===== src/rtl/dmem_arbiter.sv =====
// dmem_arbiter
//   Round-robin arbiter sharing a single-port, word-addressed data memory
//   between port 0 (core load/store unit) and port 1 (DMA / program loader).
//   One word access per granted cycle; read data is registered back to the
//   port that won the read.
//
// Optional feature macro: DMEM_ARB_LOCK_EN
//   When defined, each port gets a pN_lock_i input. A granted port holding
//   lock keeps exclusive ownership until it completes a grant with lock low,
//   or until LOCK_MAX cycles have elapsed (forced release).
//
// Ports
//   clk_i, rst_i               clock, asynchronous active-high reset
//   pN_req_i / pN_we_i         port N request / write enable (0 = read)
//   pN_mask_i                  port N byte-lane write mask (4 lanes)
//   pN_addr_i / pN_wdata_i     port N word address / write data
//   pN_lock_i                  port N hold-grant request (lock build only)
//   pN_gnt_o                   port N access performed this cycle (comb)
//   pN_rvalid_o / pN_rdata_o   port N registered read response
//   mem_cs_o / mem_we_o        memory chip select / write enable
//   mem_mask_o / mem_addr_o    memory byte mask / word address
//   mem_wdata_o / mem_rdata_i  memory write data / combinational read data

module dmem_arbiter #(
    parameter int unsigned DW    = 32,
    parameter int unsigned ADDRW = 8
`ifdef DMEM_ARB_LOCK_EN
    ,
    parameter int unsigned LOCK_MAX = 16
`endif
) (
    input  logic             clk_i,
    input  logic             rst_i,

    input  logic             p0_req_i,
    input  logic             p0_we_i,
    input  logic [3:0]       p0_mask_i,
    input  logic [ADDRW-1:0] p0_addr_i,
    input  logic [DW-1:0]    p0_wdata_i,
`ifdef DMEM_ARB_LOCK_EN
    input  logic             p0_lock_i,
`endif
    output logic             p0_gnt_o,
    output logic             p0_rvalid_o,
    output logic [DW-1:0]    p0_rdata_o,

    input  logic             p1_req_i,
    input  logic             p1_we_i,
    input  logic [3:0]       p1_mask_i,
    input  logic [ADDRW-1:0] p1_addr_i,
    input  logic [DW-1:0]    p1_wdata_i,
`ifdef DMEM_ARB_LOCK_EN
    input  logic             p1_lock_i,
`endif
    output logic             p1_gnt_o,
    output logic             p1_rvalid_o,
    output logic [DW-1:0]    p1_rdata_o,

    output logic             mem_cs_o,
    output logic             mem_we_o,
    output logic [3:0]       mem_mask_o,
    output logic [ADDRW-1:0] mem_addr_o,
    output logic [DW-1:0]    mem_wdata_o,
    input  logic [DW-1:0]    mem_rdata_i
);

    // last_q = port granted most recently; on a tie the other port wins.
    logic          last_q, last_d;
    logic          gnt0, gnt1;
    logic          arb_g0, arb_g1;
    logic          p0_rvalid_q, p1_rvalid_q;
    logic [DW-1:0] p0_rdata_q, p1_rdata_q;

    assign arb_g0 = p0_req_i & (~p1_req_i | last_q);
    assign arb_g1 = p1_req_i & (~p0_req_i | ~last_q);

`ifdef DMEM_ARB_LOCK_EN
    typedef enum logic [1:0] {
        ST_ARB   = 2'd0,
        ST_LOCK0 = 2'd1,
        ST_LOCK1 = 2'd2
    } state_e;

    localparam int unsigned CW = (LOCK_MAX > 2) ? $clog2(LOCK_MAX) : 1;
    localparam logic [CW-1:0] CNT_LAST = CW'(LOCK_MAX - 1);

    state_e        state_q, state_d;
    logic [CW-1:0] cnt_q, cnt_d, cnt_inc;

    assign cnt_inc = cnt_q + 1'b1;

    // Release is decided on the incremented count, so a lock owns the
    // memory for LOCK_MAX cycles including the ARB cycle that took it.
    always_comb begin
        gnt0    = 1'b0;
        gnt1    = 1'b0;
        state_d = state_q;
        cnt_d   = cnt_q;
        last_d  = last_q;
        case (state_q)
            ST_ARB: begin
                gnt0  = arb_g0;
                gnt1  = arb_g1;
                cnt_d = '0;
                if (arb_g0 && p0_lock_i) begin
                    state_d = ST_LOCK0;
                end else if (arb_g1 && p1_lock_i) begin
                    state_d = ST_LOCK1;
                end
            end
            ST_LOCK0: begin
                gnt0  = p0_req_i;
                cnt_d = cnt_inc;
                if ((p0_req_i && !p0_lock_i) || (cnt_inc == CNT_LAST)) begin
                    state_d = ST_ARB;
                    cnt_d   = '0;
                    last_d  = 1'b0;
                end
            end
            ST_LOCK1: begin
                gnt1  = p1_req_i;
                cnt_d = cnt_inc;
                if ((p1_req_i && !p1_lock_i) || (cnt_inc == CNT_LAST)) begin
                    state_d = ST_ARB;
                    cnt_d   = '0;
                    last_d  = 1'b1;
                end
            end
            default: begin
                state_d = ST_ARB;
                cnt_d   = '0;
            end
        endcase
        if (rst_i) begin
            gnt0 = 1'b0;
            gnt1 = 1'b0;
        end
        if (gnt0) begin
            last_d = 1'b0;
        end else if (gnt1) begin
            last_d = 1'b1;
        end
    end

    always_ff @(posedge clk_i or posedge rst_i) begin
        if (rst_i) begin
            state_q <= ST_ARB;
            cnt_q   <= '0;
        end else begin
            state_q <= state_d;
            cnt_q   <= cnt_d;
        end
    end
`else
    always_comb begin
        gnt0   = arb_g0 & ~rst_i;
        gnt1   = arb_g1 & ~rst_i;
        last_d = last_q;
        if (gnt0) begin
            last_d = 1'b0;
        end else if (gnt1) begin
            last_d = 1'b1;
        end
    end
`endif

    // Memory command mux: winner's fields, all zero when nobody is granted.
    always_comb begin
        mem_cs_o    = gnt0 | gnt1;
        mem_we_o    = 1'b0;
        mem_mask_o  = '0;
        mem_addr_o  = '0;
        mem_wdata_o = '0;
        if (gnt0) begin
            mem_we_o    = p0_we_i;
            mem_mask_o  = p0_mask_i;
            mem_addr_o  = p0_addr_i;
            mem_wdata_o = p0_wdata_i;
        end else if (gnt1) begin
            mem_we_o    = p1_we_i;
            mem_mask_o  = p1_mask_i;
            mem_addr_o  = p1_addr_i;
            mem_wdata_o = p1_wdata_i;
        end
    end

    always_ff @(posedge clk_i or posedge rst_i) begin
        if (rst_i) begin
            last_q      <= 1'b1;
            p0_rvalid_q <= 1'b0;
            p1_rvalid_q <= 1'b0;
            p0_rdata_q  <= '0;
            p1_rdata_q  <= '0;
        end else begin
            last_q      <= last_d;
            p0_rvalid_q <= gnt0 & ~p0_we_i;
            p1_rvalid_q <= gnt1 & ~p1_we_i;
            if (gnt0 && !p0_we_i) begin
                p0_rdata_q <= mem_rdata_i;
            end
            if (gnt1 && !p1_we_i) begin
                p1_rdata_q <= mem_rdata_i;
            end
        end
    end

    assign p0_gnt_o    = gnt0;
    assign p1_gnt_o    = gnt1;
    assign p0_rvalid_o = p0_rvalid_q;
    assign p1_rvalid_o = p1_rvalid_q;
    assign p0_rdata_o  = p0_rdata_q;
    assign p1_rdata_o  = p1_rdata_q;

endmodule

===== config.mk =====
export PLATFORM = sky130hd
export DESIGN_NAME = dmem_arbiter
export DESIGN_NICKNAME = d
export VERILOG_FILES = /design/src/rtl/dmem_arbiter.sv
export SDC_FILE = /design/constraint.sdc
export NUM_CORES = 1
export LEC_CHECK = 0
export ABC_AREA = 1
export CAP_MARGIN = 15
export CORE_MARGIN = 2
export CORE_UTILIZATION = 32
export CTS_CLUSTER_DIAMETER = 150
export DETAILED_ROUTE_END_ITERATION = 12
export GPL_TIMING_DRIVEN = 1
export PLACE_DENSITY = 0.78
export SLEW_MARGIN = 20
export SYNTH_ARGS = -nofsm -noshare
export SYNTH_HDL_FRONTEND = slang
export SYNTH_SLANG_ARGS = --single-unit

===== constraint.sdc =====
create_clock -name clk_i -period 2 [get_ports clk_i]
set_input_delay 0.2 -clock clk_i [delete_from_list [all_inputs] [get_ports clk_i]]
set_output_delay 0.2 -clock clk_i [all_outputs]
set_load 0.01 [all_outputs]

==> results list, run 1 <==
* Result of the run: finished, final reports clean
- The root buffer cell chosen for the clock tree is clkbuf_8.
* Wire length of the first global-routing pass: 20,800 um
- OpenSTA, run right after detailed placement, puts the worst setup slack at -0.237 ns.
* Yosys Warn Count: 0
* Number of iterations in the first detailed-routing pass: 5
* Number of buffers inserted by post-CTS setup repair: 0
- Buffers inserted during clock tree synthesis total 9.
- CTS built an H-tree with a depth of 3.
- Commonest register cell after synthesis: dfrtp_1
* Setup violators final: 0
* Routed via count: 4,056
* Max-capacitance violation count: 0
- TritonCTS built the clock tree.
- Final hold violation count: 0
- Syn_nets: 572
- Dividing the detail-routed wire length by the instance count gives 17.0 um.
- Between clock sinks in the finished design, the worst skew comes to 0.00731 ns.
- DRC violation total after the first TritonRoute iteration: 386
- Number of distinct library cells after synthesis: 16
* Worst hold-check path type: in -> async
- Largest net degree at the start of global routing: 68
* Tightest hold margin: 0.414 ns
- Flip-flop and latch count after synthesis: 67
* Die outline area: 11,300 um2
- In this run the power density over the cells is between 700 and 800 nW/um2.
* Data arrival time of the critical path: 1.71 ns
- The count of final max-slew check failures was 0.
* Portion of synthesized cell area occupied by the leading cell type: approximately half
* Max Buffers Root-to-Sink: 2
* Final Cell Area: 6100 um2
- Final TNS setup: 0 ns
- For this design the static power due to leakage is 3.04 nW.
- Input and output buffers added on the ports amount to ~240.
- DR vias/cell: 4.90
- Among all cell types in the netlist, the one instantiated most often is nand2_1.
- Top cells by instance count after synthesis: nand2_1 (263), dfrtp_1 (66), nand4_1 (64), buf_2 (12), clkbuf_1 (12)
* Tmin final: between 1.5 and 2 ns
- The core region is 10,300 um2.
* Starting density of the core: 32.7%
* Fmax: 0.525 GHz
- The worst setup path is of the reg -> out kind.
- The count of nets left with antenna violations once routing finished came out at 0.
* DRC violations left: 0
- Top cell type by total area after synthesis: dfrtp_1
- In this run, synthesis inferred 0 flip-flops with an integrated enable.
* Top-level port count: 240
- Number of diodes added for antenna fixing: 0
- Cell area reported after detailed placement: 5940 um2
* Cells after Synth: between 400 and 500
- Setup repair after global routing left no endpoint under its margin.
- Headroom to the max-slew limit came out at roughly 44%.
- For this run, the register share of the synthesized area comes to about half.
- Final Net Count: 813
- Number of global-route vias before repair: 4,082
* Estimated wirelength of the detail-placed design: about 10,000 um
- Number of antenna violations at the first check in global routing: 0
- Post-route fraction of the period consumed by the critical path: 95.3%
* Top cells by area, synth: dfrtp_1 (49%), nand2_1 (29%), nand4_1 (12%), buf_2 (1.8%), buf_6 (1.3%)
* Measured slew at the worst slew-check pin: between 0.8 and 0.9 ns
- Max Fanout on Critical Path: 9
- Counting flops with an async set or reset pin after synthesis yields a share of 100%.
- Standard-cell rows: 37
- Critical path data required time: 1.80 ns
- Crit path launch type: register
* Clock transition at the registers of the reported paths: 0.08 ns
- The design draws 4.60 mW.
* Mean post-synth cell area: 7.53 um2
* Total routed wirelength: 14,000 um
* Crit end category: primary output
- Cells with a size suffix above 1 make up 12.6% of the layout.
- Overall routing resource usage: a little under a quarter
- Global-route congestion overflow total: 0
- The cell area that synthesis handed to floorplanning was 3360 um2.
- The die is 106 um wide.
* Routability Congestion: 0.872
- VDD sags by at most 0.000593 V.
- Clock tree synthesis found a total of 67 sinks.
* Final setup margin: between 0.09 and 0.1 ns
* Post-synthesis to final-layout area growth: 81.8%
- Measured along the y axis, the die boundary spans between 100 and 150 um.
* Insertion delay to the later sink of the worst-skew pair: approximately 0.35 ns
-- cell usage in the layout (no fill, tap or decap) --
| cell | synthesis | routed |
|---|---|---|
| nand2_1 | 263 | 261 |
| clkdlybuf4s50_1 | 0 | 190 |
| dfrtp_1 | 66 | 66 |
| nand4_1 | 64 | 64 |
| clkbuf_2 | 0 | 28 |
| buf_4 | 4 | 15 |
| clkbuf_8 | 0 | 9 |
| clkdlybuf4s15_1 | 0 | 8 |
| clkdlybuf4s15_2 | 0 | 6 |
| inv_1 | 6 | 5 |
| dlygate4sd2_1 | 0 | 5 |
| nand2_2 | 2 | 4 |
| buf_12 | 0 | 4 |
| clkinvlp_4 | 0 | 3 |
| inv_2 | 3 | 2 |
| nor2_4 | 2 | 2 |
| nand3_2 | 2 | 2 |
| clkinv_4 | 0 | 2 |
| o21ai_0 | 3 | 2 |
| inv_6 | 0 | 2 |
| clkbuf_16 | 0 | 2 |
| clkinv_1 | 1 | 1 |
| o21ai_1 | 0 | 1 |
| nand3_1 | 1 | 1 |
| bufinv_16 | 0 | 1 |
| inv_8 | 0 | 1 |
| buf_16 | 0 | 1 |
| dfstp_2 | 1 | 1 |
| buf_2 | 12 | 1 |
| dlymetal6s2s_1 | 0 | 1 |
| buf_8 | 0 | 1 |
-- metrics by stage --
step           util, %  std cells
3_5_place_dp      57.8        809
6_report          59.4        828
5_1_grt           59.4        828
3_3_place_gp      57.8        809
2_1_floorplan        -        446
4_1_cts           59.8        826
-- logic make-up (layout without fill, tap and decap cells) --
| kind of cell | Yosys count | count (layout) | share of synthesized area (%) |
|---|---|---|---|
| compound gates | 3 | 3 | 0.447 |
| buf+inv | 42 | 288 | 6.48 |
| flops | 67 | 67 | 50.0 |
| simple gates | 334 | 334 | 43.1 |
-- power by group --
part / leakage (nW) / internal [mW] / switching (mW)
Sequential: 0.840 / 1.62 / 0.157
Clock: 0.0984 / 0.595 / 0.595
Combinational: 2.10 / 0.903 / 0.729
-- critical path, stage by stage, from the launching register on --
cell and delay (ns):
dfstp_2 0.53, inv_1 0.05, nand2_2 0.08, nand2_2 0.08
clkinv_4 0.11, clkbuf_16 0.16, nand2_1 0.05, nand2_1 0.05
clkdlybuf4s15_1 0.24
-- path summary, 6_finish.rpt --
check | startpoint | end | slack [ns] | depth (start not counted)
setup / recovery | last_q | mem_wdata_o[16] | 0.09 | 8
hold / removal | rst_i | p0_rdata_o[8] | 0.41 | 3
setup reg to reg | last_q | p0_rdata_o[7] | 0.42 | 8
hold reg to reg | p0_rdata_o[9] | p0_rdata_o[9] | 0.47 | 2
max in group asynchronous | rst_i | p1_rdata_o[30] | 1.03 | 3
min in group clk_i | mem_rdata_i[25] | p1_rdata_o[25] | 0.45 | 3
-- state kept, by name, indices dropped and copies added, names as in the netlist --
signal,count
last_q,1
p0_rdata_o,32
p1_rdata_o,32
p0_rvalid_o,1
p1_rvalid_o,1
-- what timing repair did --
item,in CTS,in global routing
cloned,1,2
endpoints found under the setup margin,48,46
hold buffers,0,0
resized for setup,72,64
-- area by class of cell --
type | instances | area, um2
Fill cell | 926 | 4170
Timing Repair Buffer | 262 | 2540
Sequential cell | 67 | 1680
Multi-Input combinational cell | 337 | 1470
Tap cell | 136 | 170
Clock buffer | 9 | 124
Clock inverter | 7 | 82.6
Inverter | 10 | 46.3
-- metal layers --
metal | global-route usage (%) | up-vias | part of all wire (%)
li1 | - | 1928 | -
met1 | 27.7 | 1920 | 39
met2 | 41.7 | 187 | 51
met3 | 6.13 | 21 | 8.2
met4 | 7.98 | 0 | 2.0
met5 | 0 | - | 0
Power figures use the tool's default switching activity.
==> run 2: changes to the inputs <==
--- a/config.mk
+++ b/config.mk
@@ -7,7 +7,7 @@
 export LEC_CHECK = 0
 export ABC_AREA = 1
 export CAP_MARGIN = 15
-export CORE_MARGIN = 2
+export CORE_ASPECT_RATIO = 1.2
 export CORE_UTILIZATION = 32
 export CTS_CLUSTER_DIAMETER = 150
 export DETAILED_ROUTE_END_ITERATION = 12
==> run 2 against run 1 <==
Critical path depth did not move. Sequential share of layout area rose by 0.16 points. Clock power rose by 24%. Sequential power barely moved. Worst hold slack improved by 0.039 ns. Routed wire length fell by 1.7%. Clock skew fell by 0.0047 ns. Fmax fell by 2.1%. Register-to-register slack got worse by 0.03 ns. Setup slack got worse by 0.041 ns. Global-route usage rose by 0.82 points. Sequential cell count did not move.
==> results list, run 2 (synthesized netlist as in run 1, its figures left out) <==
- Standard-cell rows: 40
- In this run the worst path has a maximum fanout of 9.
- CORE AREA: a little over 10,000 um2
* Die outline area: 10,900 um2
- The setup path with the least slack is of type reg -> out.
* Crit end category: primary output
- The startpoint identified for the worst register-to-register timing path is last_q.
- Routability-driven placement finished with a final weighted congestion of 0.783.
- After layout, the worst setup slack is 0.0542 ns.
* Routed len/inst: between 15 and 20 um
- Tmin final: 1.95 ns
- Using the TritonRoute via totals, the vias-per-cell ratio works out to 4.92.
* Peak supply drop: a little over 0.0006 V
* Number of antenna violations at the first check in global routing: 1
- The run finished with clean final reports.
- After global routing the overflow that remains totals 0.
- Tightest slew margin relative to the limit: 43.9%
- Max Buffers Root-to-Sink: 2
- In this run, the number of DRC markers left after iteration 0 of detailed routing was 223.
- Worst Skew: 0.00265 ns
- Routed via count: 4,017
- The count of final max-slew check failures came to 0.
- Top library cells by usage in the layout, fill and taps aside: nand2_1 (263), clkdlybuf4s50_1 (190), dfrtp_1 (66)
- TritonCTS created 9 clock buffers.
* Overall power: 4.88 mW
* Final Net Count: 812
- Horizontal die dimension: 95.5 um
* Starting density of the core: 33.2%
- The number of placed instances, taps included, is 798.
- STA puts the critical path data required time at 1.80 ns.
- Setup slack on the worst reg-to-reg path comes out at 0.39 ns.
- Share of cells above drive strength 1: 12.0%
- The worst setup path is launched from a register.
- CTS built an H-tree with a depth of 3.
- Filler cells: roughly 900
- The first global-routing pass estimated 20,000 um of wire.
- Number of iterations in the first detailed-routing pass: 4
- TritonCTS built the clock tree.
* Leakage power total: approximately 3 nW
* Fmax: 0.514 GHz
- Insertion delay to the later sink of the worst-skew pair: between 0.3 and 0.4 ns
* Vertical extent of the die: 114 um
- RSZ-0062 raised after global routing: yes
- OpenSTA, run right after detailed placement, puts the worst setup slack at -0.225 ns.
- Port Buf Inserts: 239
* Post-route fraction of the period consumed by the critical path: 97.3%
- Number of sinks driven by the clock tree: between 60 and 70
* Number of diodes added for antenna fixing: 0
- Root buffer selected by CTS: clkbuf_16
- Clock-pin slew was measured on the worst setup and hold paths at 0.05 ns.
* Top-level port count: 240
- Max-cap violations in this run came to 0.
* Post-DRT Antenna Nets: 0
- At the pin with the least slew margin, the transition time is ~0.84 ns.
* Largest net degree at the start of global routing: 68
* DRC violations left: 0
* Leading cell type in the layout, fill and taps excluded: nand2_1
* Number of global-route vias before repair: 4,028
* Power density over cell area: 804 nW/um2
- Estimated wirelength of the detail-placed design: 9900 um
- The worst register-to-register path has a depth of 8.
- Tightest hold margin: 0.453 ns
- In the global route stage, overall resource usage came out at 24.4%.
- Worst hold-check path type: in -> async
- Data arrival time of the critical path: around 1.8 ns
* Final hold violation count: 0
* Crit Reg-Reg Endpoint: p0_rdata_o[26]
- Summed over all layers, the routed wires come to 13,800 um.
- Post-synthesis to final-layout area growth: 80.7%
- Setup violations remaining at the end of the flow were counted as 0.
- The count of cells in the finished layout, fillers not included, comes to 817.
-- run 2: cell count changes in the layout (fill, tap and decap cells not counted), sizes merged --
cell,delta
buf,-1
bufinv,-1
clkbuf,+11
clkdlybuf4s15,-10
clkinv,-1
clkinvlp,-1
dlygate4sd2,+4
dlymetal6s2s,-1
inv,-1
-- run 2: repair_timing --
| item | 4_1_cts | 5_1_grt |
|---|---|---|
| gates resized for setup | 52 | 75 |
| pin swaps | 0 | 0 |
| gates cloned | 1 | 2 |
| hold buffers | 0 | 0 |
| buffers inserted | 0 | 0 |
| setup endpoints to repair | 47 | 44 |
-- run 2: layer usage --
metal  part of all wire [%]  track usage (%)  vias up
met4                    2.4             10.6        2
met1                     38             26.8     1880
met5                  0.065                0        -
met3                    9.2             7.17       25
met2                     50             43.0      179
li1                       -                -     1931
-- run 2: how the worst max path moves through the flow --
| stage | to | start |
|---|---|---|
| floorplan | last_q | rst_i |
| global placement | mem_wdata_o[28] | rst_i |
| detailed placement | mem_wdata_o[28] | rst_i |
| CTS | mem_addr_o[4] | last_q |
| global route | mem_wdata_o[27] | last_q |
| finish | mem_wdata_o[27] | last_q |
-- run 2: area by class of cell --
cell class | count | area, um2 | share of cell area (%)
well taps | 126 | 158 | 2.60
clock buffers | 13 | 260 | 4.29
repair buffers | 261 | 2440 | 40.3
inverters | 10 | 43.8 | 0.722
flip-flops and latches | 67 | 1680 | 27.6
multi-input cells | 337 | 1460 | 24.1
clock inverters | 3 | 21.3 | 0.351
-- run 2: critical path: stages (launching register included) --
cell and delay, ns:
dfstp_2 0.53, inv_1 0.06, nand2_2 0.07, nand2_1 0.10, inv_4 0.11, buf_4 0.17, nand2_1 0.06, nand2_1 0.06
dlygate4sd2_1 0.26
-- run 2: through the flow --
stage	area, um2	util, %	TNS [ns]
after floorplan	3360	-	0
after global placement	5910	58.5	-6.77
after detailed placement	5910	58.5	-8.14
after CTS	6170	61.0	0
after global routing	6070	60.0	-0.223
final	6070	60.0	0
-- run 2: power breakdown --
part           total, mW  internal [mW]  switching, mW  leakage (nW)
combinational       1.62          0.887          0.732          2.08
clock               1.48          0.910          0.570         0.136
sequential          1.78           1.62          0.155         0.840
==> run 3: changes to the inputs <==
--- a/config.mk
+++ b/config.mk
@@ -7,7 +7,7 @@
 export LEC_CHECK = 0
 export ABC_AREA = 1
 export CAP_MARGIN = 15
-export CORE_ASPECT_RATIO = 1.2
+export CORE_ASPECT_RATIO = 0.75
 export CORE_UTILIZATION = 32
 export CTS_CLUSTER_DIAMETER = 150
 export DETAILED_ROUTE_END_ITERATION = 12
==> run 3 against run 2 <==
Register-to-register slack worse by 0.05 ns. Critical path depth did not move. Non-clock buffer count rose by 1. Worst hold slack got worse by 0.030 ns. Sequential share of layout area decreased by 0.57 points. Fmax grew 1.5%. Sequential power about the same.
==> results list, run 3 (synthesized netlist as in run 1, its figures left out) <==
* Result of the run: finished, final reports clean
* Max-capacitance violation count: 0
- In this run the power spent charging and discharging nets is 1.49 mW.
- In the global route stage, overall resource usage came out at 25.0%.
- Across the whole layout, storage elements account for 1680 um2.
- Buf+Inv Stages, Crit Path: 4
- Wire length of the first global-routing pass: 21,100 um
- Overall power: 5.02 mW
* Count of cells along the worst register-to-register path: 8
- The path class of the tightest hold or removal check is in -> async.
- Largest net degree at the start of global routing: 68
- By startpoint and endpoint, the worst setup path is classified as reg -> out.
- Tmin final: 1.92 ns
- The internal power of the cells totals 3.53 mW.
* DRC violation total after the first TritonRoute iteration: 163
* Final hold violation count: 0
- Sw Share: 29.7%
* Leakage power total: 3.15 nW
* Port Buf Inserts: around 240
- Share of cells above drive strength 1: 8.96%
- Broken down by cell family, the worst path's largest delay share belongs to buffers and inverters.
- Clock tree synthesis inserted a total of 9 buffers.
- At the end of routability-driven placement, the weighted congestion stood at between 0.8 and 0.9.
- For this run, the share of the core covered by cells in the final layout is 62.4%.
- Along the worst path, the maximum fanout reaches 12.
* Share of total power in combinational logic: 32.2%
- In the final routed layout, each cell accounts on average for 16.7 um.
- Post-synthesis to final-layout area growth: 84.5%
- Tightest slew margin relative to the limit: between 40% and 50%
- Clk network pwr share: 32.5%
* CP Depth: 8
* Max Buffers Root-to-Sink: 2
- The via count of the first global-routing pass came to 3,970.
- After detailed routing, the number of remaining DRC violations is 0.
- Area taken by multi-input logic gates: 1460 um2
- CTS built an H-tree with a depth of 3.
- Timing would allow up to 0.521 GHz.
* Root buffer selected by CTS: clkbuf_16
- Worst stage delay on the critical path: 0.54 ns
* Top library cells by usage in the layout, fill and taps aside: nand2_1 (263), clkdlybuf4s50_1 (191), dfrtp_1 (66)
- RSZ-0062 raised after global routing: no
- Power density over cell area: 810 nW/um2
- Setup violations remaining at the end of the flow were counted as 0.
* Number of sinks driven by the clock tree: 67
- For this design the top-level I/O count stands at 240.
* Filler cells: 879
- Starting density of the core: 33.8%
- Max Slew Vio Count: 0
- DR vias/cell: a little under 5
* Post-DRT Antenna Nets: 0
- STA classifies the critical path endpoint as a primary output.
- Across all hold checks on the routed design, the worst slack comes to about 0.42 ns.
- Worst Skew: ~0.0064 ns
- The die is between 90 and 100 um tall.
- Measured slew at the worst slew-check pin: 0.865 ns
- Number of iterations in the first detailed-routing pass: 4
- Critical path data required time: 1.80 ns
- FF-to-FF setup slack: 0.34 ns
- Leading cell type in the layout, fill and taps excluded: nand2_1
- Number of antenna violations at the first check in global routing: 1
- The floorplan has 31 rows.
* Final Net Count: roughly 810
- CORE AREA: around 10000 um2
- TritonCTS built the clock tree.
* Insertion delay to the later sink of the worst-skew pair: roughly 0.33 ns
- In this run the critical register-to-register path is launched from last_q.
- Data arrival time of the critical path: 1.72 ns
- Wires add up to roughly 14,000 um.
* Sequential share of power: 35.4%
- The die covers 10,900 um2.
- For this run the aggregate overflow at the end of global routing stands at 0.
* Cell with the biggest individual delay on the critical path: dfstp_2
- Estimated wirelength of the detail-placed design: 10,300 um
- Crit path launch type: register
- Routed via count: ~4.0k
- Most common cell on crit path: nand2_1
- Post-route fraction of the period consumed by the critical path: a little over nine tenths
* Clock transition at the registers of the reported paths: 0.05 ns
- The floorplan step set the die width to ~120 um.
- In this run the critical register-to-register path is captured at p0_rdata_o[0].
* Peak supply drop: between 0.0006 and 0.0007 V
* Cell-by-cell trace of the critical path: inv_2, nand2_2, nand2_1, inv_4, buf_12, nand2_1, nand2_1, dlygate4sd2_1
[run 3: cell count changes in the layout (fill, tap and decap cells not counted), moves of 2 or more]
| cell | previous run | this run |
|---|---|---|
| buf_2 | 0 | 10 |
| inv_6 | 1 | 3 |
| dlygate4sd2_1 | 9 | 36 |
| clkbuf_1 | 2 | 0 |
| clkdlybuf4s15_1 | 4 | 0 |
| buf_4 | 16 | 18 |
| diode_2 | 0 | 2 |
| clkbuf_2 | 36 | 0 |
[run 3: how the worst max path moves through the flow]
stage            from               to  slack, ns
2_1_floorplan   rst_i           last_q       0.26
3_3_place_gp    rst_i    mem_mask_o[1]      -0.13
3_5_place_dp    rst_i    mem_addr_o[6]      -0.19
4_1_cts        last_q  mem_wdata_o[10]       0.03
5_1_grt        last_q   mem_wdata_o[0]      0.002
6_report       last_q    mem_addr_o[6]       0.08
[run 3: metal layers]
metal	part of all wire [%]	track usage, %	vias up
li1	-	-	1930
met1	40	28.8	1906
met2	50	43.7	177
met3	9.2	9.09	21
met4	1.7	6.48	0
met5	0	0	-
[run 3: worst min-delay path, cell delays in order]
cell and delay (ns):
dlygate4sd2_1 0.33, clkinvlp_4 0.11, buf_4 0.63
[run 3: metrics by stage]
step,std cells,area (um2),setup TNS [ns],setup slack (ns)
after floorplan,446,3360,0,0.262
after global placement,806,5930,-4.65,-0.133
after detailed placement,806,5930,-6.66,-0.192
after CTS,824,6180,0,0.0301
after global routing,826,6200,0,0.00206
final,826,6200,0,0.0824
[run 3: power by group through the flow]
| stage | Sequential [mW] | Clock, mW | Combinational [mW] |
|---|---|---|---|
| finish | 1.78 | 1.63 | 1.61 |
| global route | 1.81 | 1.72 | 1.75 |
| CTS | 1.78 | 1.67 | 1.62 |
| detailed placement | 1.79 | 0 | 1.66 |
| global placement | 1.78 | 0 | 1.63 |
| floorplan | 1.91 | 0 | 0.447 |
[run 3: final cells by class]
type	instances	area share (%)
Clock inverter	6	1.15
Inverter	10	0.707
Timing Repair Buffer	262	40.9
Tap cell	132	2.67
Multi-Input combinational cell	337	23.6
Clock buffer	10	3.86
Antenna cell	2	0.0808
Sequential cell	67	27.1
[run 3: timing repair]
action	4_1_cts	5_1_grt
setup buffers	1	0
pin swaps	0	1
gates cloned	1	1
resized for setup	80	5
endpoints found under the setup margin	47	27
hold buffers	0	0
